**src/rtl/gatebach_host.sv**
```systemverilog
// gatebach_host: host-side initiator that streams a prime table into a gatebach_core,
// kicks one fragment at a time and captures the 64 result words for the host to read.
module gatebach_host #(
   parameter int          CORE_NUM  = 1,
   parameter int          FRAG_NUM  = 1,
   parameter logic [63:0] ADDR_STEP = 64'd4096
) (
   input  logic        clk,
   input  logic        rst_n,
   input  logic        cfg_start,
   input  logic [63:0] cfg_base_addr,
   input  logic        prime_we,
   input  logic [4:0]  prime_idx,
   input  logic [31:0] prime_data,
   input  logic        rd_en,
   input  logic [5:0]  rd_addr,
   output logic [31:0] rd_data,
   output logic        frag_ready,
   input  logic        frag_ack,
   output logic [21:0] frag_cnt,
   output logic        busy,
   output logic        intr,
   input  logic        intr_clr,
   output logic        core_cs,
   output logic [4:0]  core_add,
   output logic [31:0] core_data,
   output logic [63:0] core_start_addr,
   output logic        core_kick_start,
   input  logic        core_store_done,
   input  logic        core_load_done,
   input  logic        core_proc_done,
   input  logic        res_cs,
   input  logic [5:0]  res_add,
   input  logic [31:0] res_data
);
   typedef enum logic [2:0] {IDLE, LOAD, KICK, WAIT_STORE, FRAG_READY, DONE} state_t;
   state_t      state, state_nx;
   logic [4:0]  idx;
   logic        store_prev;
   logic [31:0] prime_tab [32];
   logic [31:0] res_buf [64];
   logic        start_ok, last_load, store_edge, ack_ok, last_frag;
   logic        unused_ok;
   assign unused_ok  = &{core_load_done, core_proc_done, 1'b0};
   assign busy       = !(state == IDLE || state == DONE);
   assign start_ok   = cfg_start && !busy;
   assign last_load  = idx == 5'(CORE_NUM - 1);
   assign store_edge = core_store_done && !store_prev;
   assign ack_ok     = state == FRAG_READY && frag_ack;
   assign last_frag  = frag_cnt + 22'd1 == 22'(FRAG_NUM);
   assign core_cs         = state == LOAD;
   assign core_add        = core_cs ? idx : 5'd0;
   assign core_data       = core_cs ? prime_tab[idx] : 32'd0;
   assign core_kick_start = state == KICK;
   assign frag_ready      = state == FRAG_READY;
   always_comb begin
      state_nx = state;
      case (state)
         IDLE, DONE: state_nx = start_ok ? LOAD : state;
         LOAD:       state_nx = last_load ? KICK : LOAD;
         KICK:       state_nx = WAIT_STORE;
         WAIT_STORE: state_nx = store_edge ? FRAG_READY : WAIT_STORE;
         FRAG_READY: state_nx = frag_ack ? (last_frag ? DONE : KICK) : FRAG_READY;
         default:    state_nx = IDLE;
      endcase
   end
   always_ff @(posedge clk or negedge rst_n) begin
      if (!rst_n) begin
         state           <= IDLE;
         idx             <= 5'd0;
         store_prev      <= 1'b0;
         frag_cnt        <= 22'd0;
         core_start_addr <= 64'd0;
         intr            <= 1'b0;
         rd_data         <= 32'd0;
      end else begin
         state      <= state_nx;
         store_prev <= core_store_done;
         if (start_ok) begin
            idx             <= 5'd0;
            frag_cnt        <= 22'd0;
            core_start_addr <= cfg_base_addr;
         end else if (state == LOAD) idx <= idx + 5'd1;
         if (ack_ok) begin
            frag_cnt        <= frag_cnt + 22'd1;
            core_start_addr <= core_start_addr + ADDR_STEP;
         end
         // a set event outranks a same-cycle clear
         intr <= (ack_ok && last_frag) || (intr && !intr_clr && !start_ok);
         if (rd_en) rd_data <= res_buf[rd_addr];
      end
   end
   always_ff @(posedge clk) begin
      if (prime_we && !busy) prime_tab[prime_idx] <= prime_data;
      if (res_cs) res_buf[res_add] <= res_data;
   end
endmodule

```
**config.mk**
```make
export PLATFORM = sky130hd
export DESIGN_NAME = gatebach_host
export DESIGN_NICKNAME = d
export VERILOG_FILES = /design/src/rtl/gatebach_host.sv
export SDC_FILE = /design/constraint.sdc
export NUM_CORES = 2
export LEC_CHECK = 0
export ABC_AREA = 0
export ABC_CLOCK_PERIOD_IN_PS = 5030
export CAP_MARGIN = 20
export CORE_ASPECT_RATIO = 0.8
export CORE_MARGIN = 4
export CORE_UTILIZATION = 29
export CTS_BUF_LIST = sky130_fd_sc_hd__clkbuf_4 sky130_fd_sc_hd__clkbuf_8 sky130_fd_sc_hd__clkbuf_16
export DETAILED_ROUTE_END_ITERATION = 12
export GPL_TIMING_DRIVEN = 1
export PLACE_DENSITY = 0.47
export SYNTH_ARGS = -nofsm -noshare
export SYNTH_HDL_FRONTEND = slang
export SYNTH_SLANG_ARGS = --single-unit
```
**constraint.sdc**
```tcl
create_clock -name clk -period 5.03 [get_ports clk]
set_input_delay 1.2575 -clock clk [delete_from_list [all_inputs] [get_ports clk]]
set_output_delay 1.2575 -clock clk [all_outputs]
set_load 0.005 [all_outputs]
```
==> metrics.md <==
| Metric | Value |
|---|---|
| Vias in the first global route | `roughly 63k` |
| XOR/XNOR Fraction of Synth Area | `0.0637%` |
| Final HPWL DP | `~200000 um` |
| CTS Buf Count | `339` |
| Post-synth EDFFs | `between 3k and 4k` |
| Overall Power | `65.8 mW` |
| Share of post-route cells with drive strength above 1 | `a little under a third` |
| # DRC | `0` |
| Worst Setup Path Type | `register to output pin` |
| Leak Pwr | `46.1 nW` |
| Nets | `6436` |
| RSZ-0062 raised after global routing | `yes` |
| Req. time, crit path | `3770 ps` |
| Avg Inst Size Synth | `between 20 and 25 sq um` |
| DRT antenna net count | `0` |
| H-tree Lvls | `5` |
| Run status | `completed` |
| Per-cell routed wire length | `29.6 um` |
| Top FF cell, synth | `edfxtp_1` |
| Synth Area in Compound Gates | `1.92%` |
| CP cell instances | `buf_12 -> buf_16 -> buf_12 -> mux4_2 -> mux4_2 -> mux2i_4 -> nor2_1 -> clkdlybuf4s50_1` |
| Register area | `95500 sq um` |
| CTS clk-pin slew, worst paths | `~60 ps` |
| Area growth syn-to-layout | `20.0%` |
| Worst slew pin tran | `1110 ps` |
| Root buf cell | `clkbuf_16` |
| Initial antenna violation count | `34` |
| Pre-antenna DRT Iters | `5` |
| Post-synthesis adder-cell area fraction | `less than 1%` |
| Die height | `592 um` |
| Worst slack at placement | `451 ps` |
| Crit. End Element | `output pin` |
| Via count | `just over 60k` |
| MaxCap Viol Count | `0` |
| Die span in x | `738 um` |
| Routability cong. | `~0.85` |
| Register area share after synthesis | `between 70 and 80%` |
| Layout Skew | `about 100 ps` |
| Clk sinks | `between 3k and 4k` |
| Clock Path Buffers | `4` |
| Drt total wl | `360000 um` |
| Synth Area in Simple Gates | `2.73%` |
| First-pass GRT wire length | `502000 um` |
| Largest fanout on the critical path | `10` |
| Placeable Area | `425000 sq um` |
| Synthesis-stage register bit count | `approximately 3.2k` |
| Tcrit/Tclk final | `99.1%` |
| IO Pins | `roughly 320` |
| WP data arrival | `between 3000 and 4000 ps` |
| Max Slew Vio Count | `0` |
| Cells after Synth | `5589` |
| Die area | `approximately 440000 sq um` |
| CTS tree | `yes` |
| Initial Utilization | `29.1%` |
| FFs w/ async S/R, synth | `4.00%` |
| Startpoint types | `register` |
| Min Tclk post-route | `4990 ps` |
| Largest stage delay, worst path | `approximately 520 ps` |
| Hold slack | `243 ps` |
| Ys Warns | `0` |
| Synthesized Nets | `5750` |
| Avg Vias per Cell | `5.10` |
| Final setup violation count | `0` |
| Fillers | `39.3k` |
| Insertion delay to the later sink of the worst-skew pair | `960 ps` |
| FMAX | `roughly 0.2 GHz` |
| Multi-input logic area | `27700 sq um` |
| Largest net degree at the start of global routing | `between 80 and 90` |
| Post-layout util | `a little over a third` |
| Final hold vios | `0` |
| Setup TNS Final | `0 ps` |
| Post-synthesis mux area share | `16.9%` |
| Cell variety after synth | `69` |
| IO buf count | `between 300 and 400` |
| Number of DRC markers in iteration 0 | `6892` |
| Worst vdd ir | `348 uV` |
| Final setup margin | `44.7 ps` |
| Slowest-stage cell, CP | `mux4_2` |
| PD cells | `443 nW/um^2` |
| Grt total ovfl | `0` |
| Hold Path Class | `primary input to asynchronous set/reset pin` |
| Slew headroom | `26.0%` |
| GRT Util Overall | `16.0%` |
| Largest family of logic cells by synthesized area | `multiplexers` |
| Mapped Area | `124000 sq um` |
| Rows | `214` |
## layout by cell type, fill, tap and decap left out, drive strengths merged, types with 17 or more instances in the layout
cell type and n:
edfxtp 3072, nand2 177, mux2i 68, bufinv 22, o211ai 18, clkinv 151, clkdlybuf4s50 245, mux4 896
nand4 62, dfrtp 128, a21oi 22, nor3 24, clkbuf 423, o21ai 95, inv 60, nor4 17
o2111ai 32, nand2b 38, a211oi 33, nor2 168, a22oi 34, buf 396, nand3 125, o22ai 33
## synth_stat cells, types with 3 or more instances
cell type / n / area, sq um
xor2_1: 5 / 43.8
o22ai_1: 33 / 206
o21ai_0: 95 / 475
dfrtp_1: 128 / 3200
and4_1: 5 / 43.8
nand3b_1: 4 / 30.0
a31oi_1: 15 / 93.8
o31a_1: 3 / 26.3
mux4_2: 896 / 20200
nor2b_1: 9 / 56.3
or2_2: 4 / 25.0
a22oi_1: 34 / 255
edfxtp_1: 3072 / 92200
nor3b_1: 7 / 52.6
a221o_1: 16 / 160
and3_1: 16 / 100
o211ai_1: 18 / 135
buf_2: 87 / 435
buf_1: 38 / 143
mux2i_1: 68 / 681
a211oi_1: 33 / 248
xnor2_1: 4 / 35.0
nor3_1: 22 / 110
a21oi_1: 22 / 110
nand4_1: 61 / 382
nor4_1: 14 / 87.6
nand2_1: 177 / 664
inv_1: 45 / 169
nor2_1: 168 / 631
nand3_1: 124 / 621
nand2b_1: 38 / 238
a41oi_1: 3 / 26.3
or3_1: 5 / 31.3
o41ai_1: 3 / 26.3
ha_1: 5 / 62.6
o2111ai_1: 32 / 280
a31o_2: 4 / 35.0
clkbuf_1: 199 / 747
a21o_1: 4 / 30.0
o31ai_1: 9 / 67.6
or4_1: 8 / 60.1
o311ai_0: 10 / 87.6
and2_1: 8 / 50.1
## routing by layer
metal / routed length (um) / up-vias / GRT usage (%)
met5: 13 / - / 0
li1: - / 25220 / -
met3: 23800 / 449 / 2.62
met2: 161000 / 2166 / 24.3
met4: 8650 / 2 / 3.90
met1: 166000 / 34236 / 24.1
## where the power goes
group | internal, mW | total [mW] | leakage [nW] | switching (mW)
sequential | 29.7 | 30.4 | 29.2 | 0.675
combinational | 5.43 | 10.8 | 11.5 | 5.37
clock | 14.1 | 24.6 | 5.41 | 10.5
## sequential cells by signal (all words and copies together), names as in the netlist
| name | flops |
|---|---|
| core_start_addr | 64 |
| frag_cnt | 22 |
| idx | 5 |
| intr | 1 |
| prime_tab | 1024 |
| rd_data | 32 |
| res_buf | 2048 |
| state | 3 |
| store_prev | 1 |
## area by class of cell
class / instances / area share (%)
Clock buffer: 412 / 6.13
Tap cell: 5616 / 4.73
Multi-Input combinational cell: 2016 / 18.6
Inverter: 45 / 0.114
Timing Repair Buffer: 673 / 4.85
Clock inverter: 193 / 1.19
Sequential cell: 3200 / 64.3
Antenna cell: 16 / 0.0270
## timing repair
item / CTS / global route
hold buffers: 0 / 0
cloned: 13 / 1
setup buffers: 28 / 13
pin swaps: 0 / 1
resized for setup: 91 / 34
endpoints found under the setup margin: 32 / 16
## final timing paths
| check | startpoint | endpoint | slack, ps | depth (start not counted) |
|---|---|---|---|---|
| setup / recovery | idx[0] | core_data[14] | 40 | 8 |
| hold / removal | rst_n | rd_data[30] | 240 | 1 |
| setup reg to reg | state[2] | prime_tab[28][4] | 1310 | 6 |
| hold reg to reg | core_start_addr[7] | core_start_addr[7] | 470 | 2 |
| max in group asynchronous | rst_n | core_start_addr[29] | 3700 | 2 |
| min in group clk | core_start_addr[7] | core_start_addr[7] | 470 | 2 |
## cells by family after synthesis
logic type,count (synthesis)
AND/OR/NAND/NOR,689
multiplexers,966
XOR/XNOR,9
flip-flops,3200
adder cells (fa/ha/maj),5
AO/OA/AOI/OAI,347
buffers and inverters,373
## through the flow
step | area [sq um] | cells
finish | 148000 | 12171
global route | 148000 | 12159
CTS | 148000 | 12133
detailed placement | 136000 | 11488
global placement | 136000 | 11488
floorplan | 124000 | 5589
## critical path: cells and delay by family (launching register included)
family        cells  cell delay [ps]
mux               3             1210
buf+inv           4             1000
flops             1              460
simple gates      1               70
No activity file was read; power rests on OpenSTA's default activity.
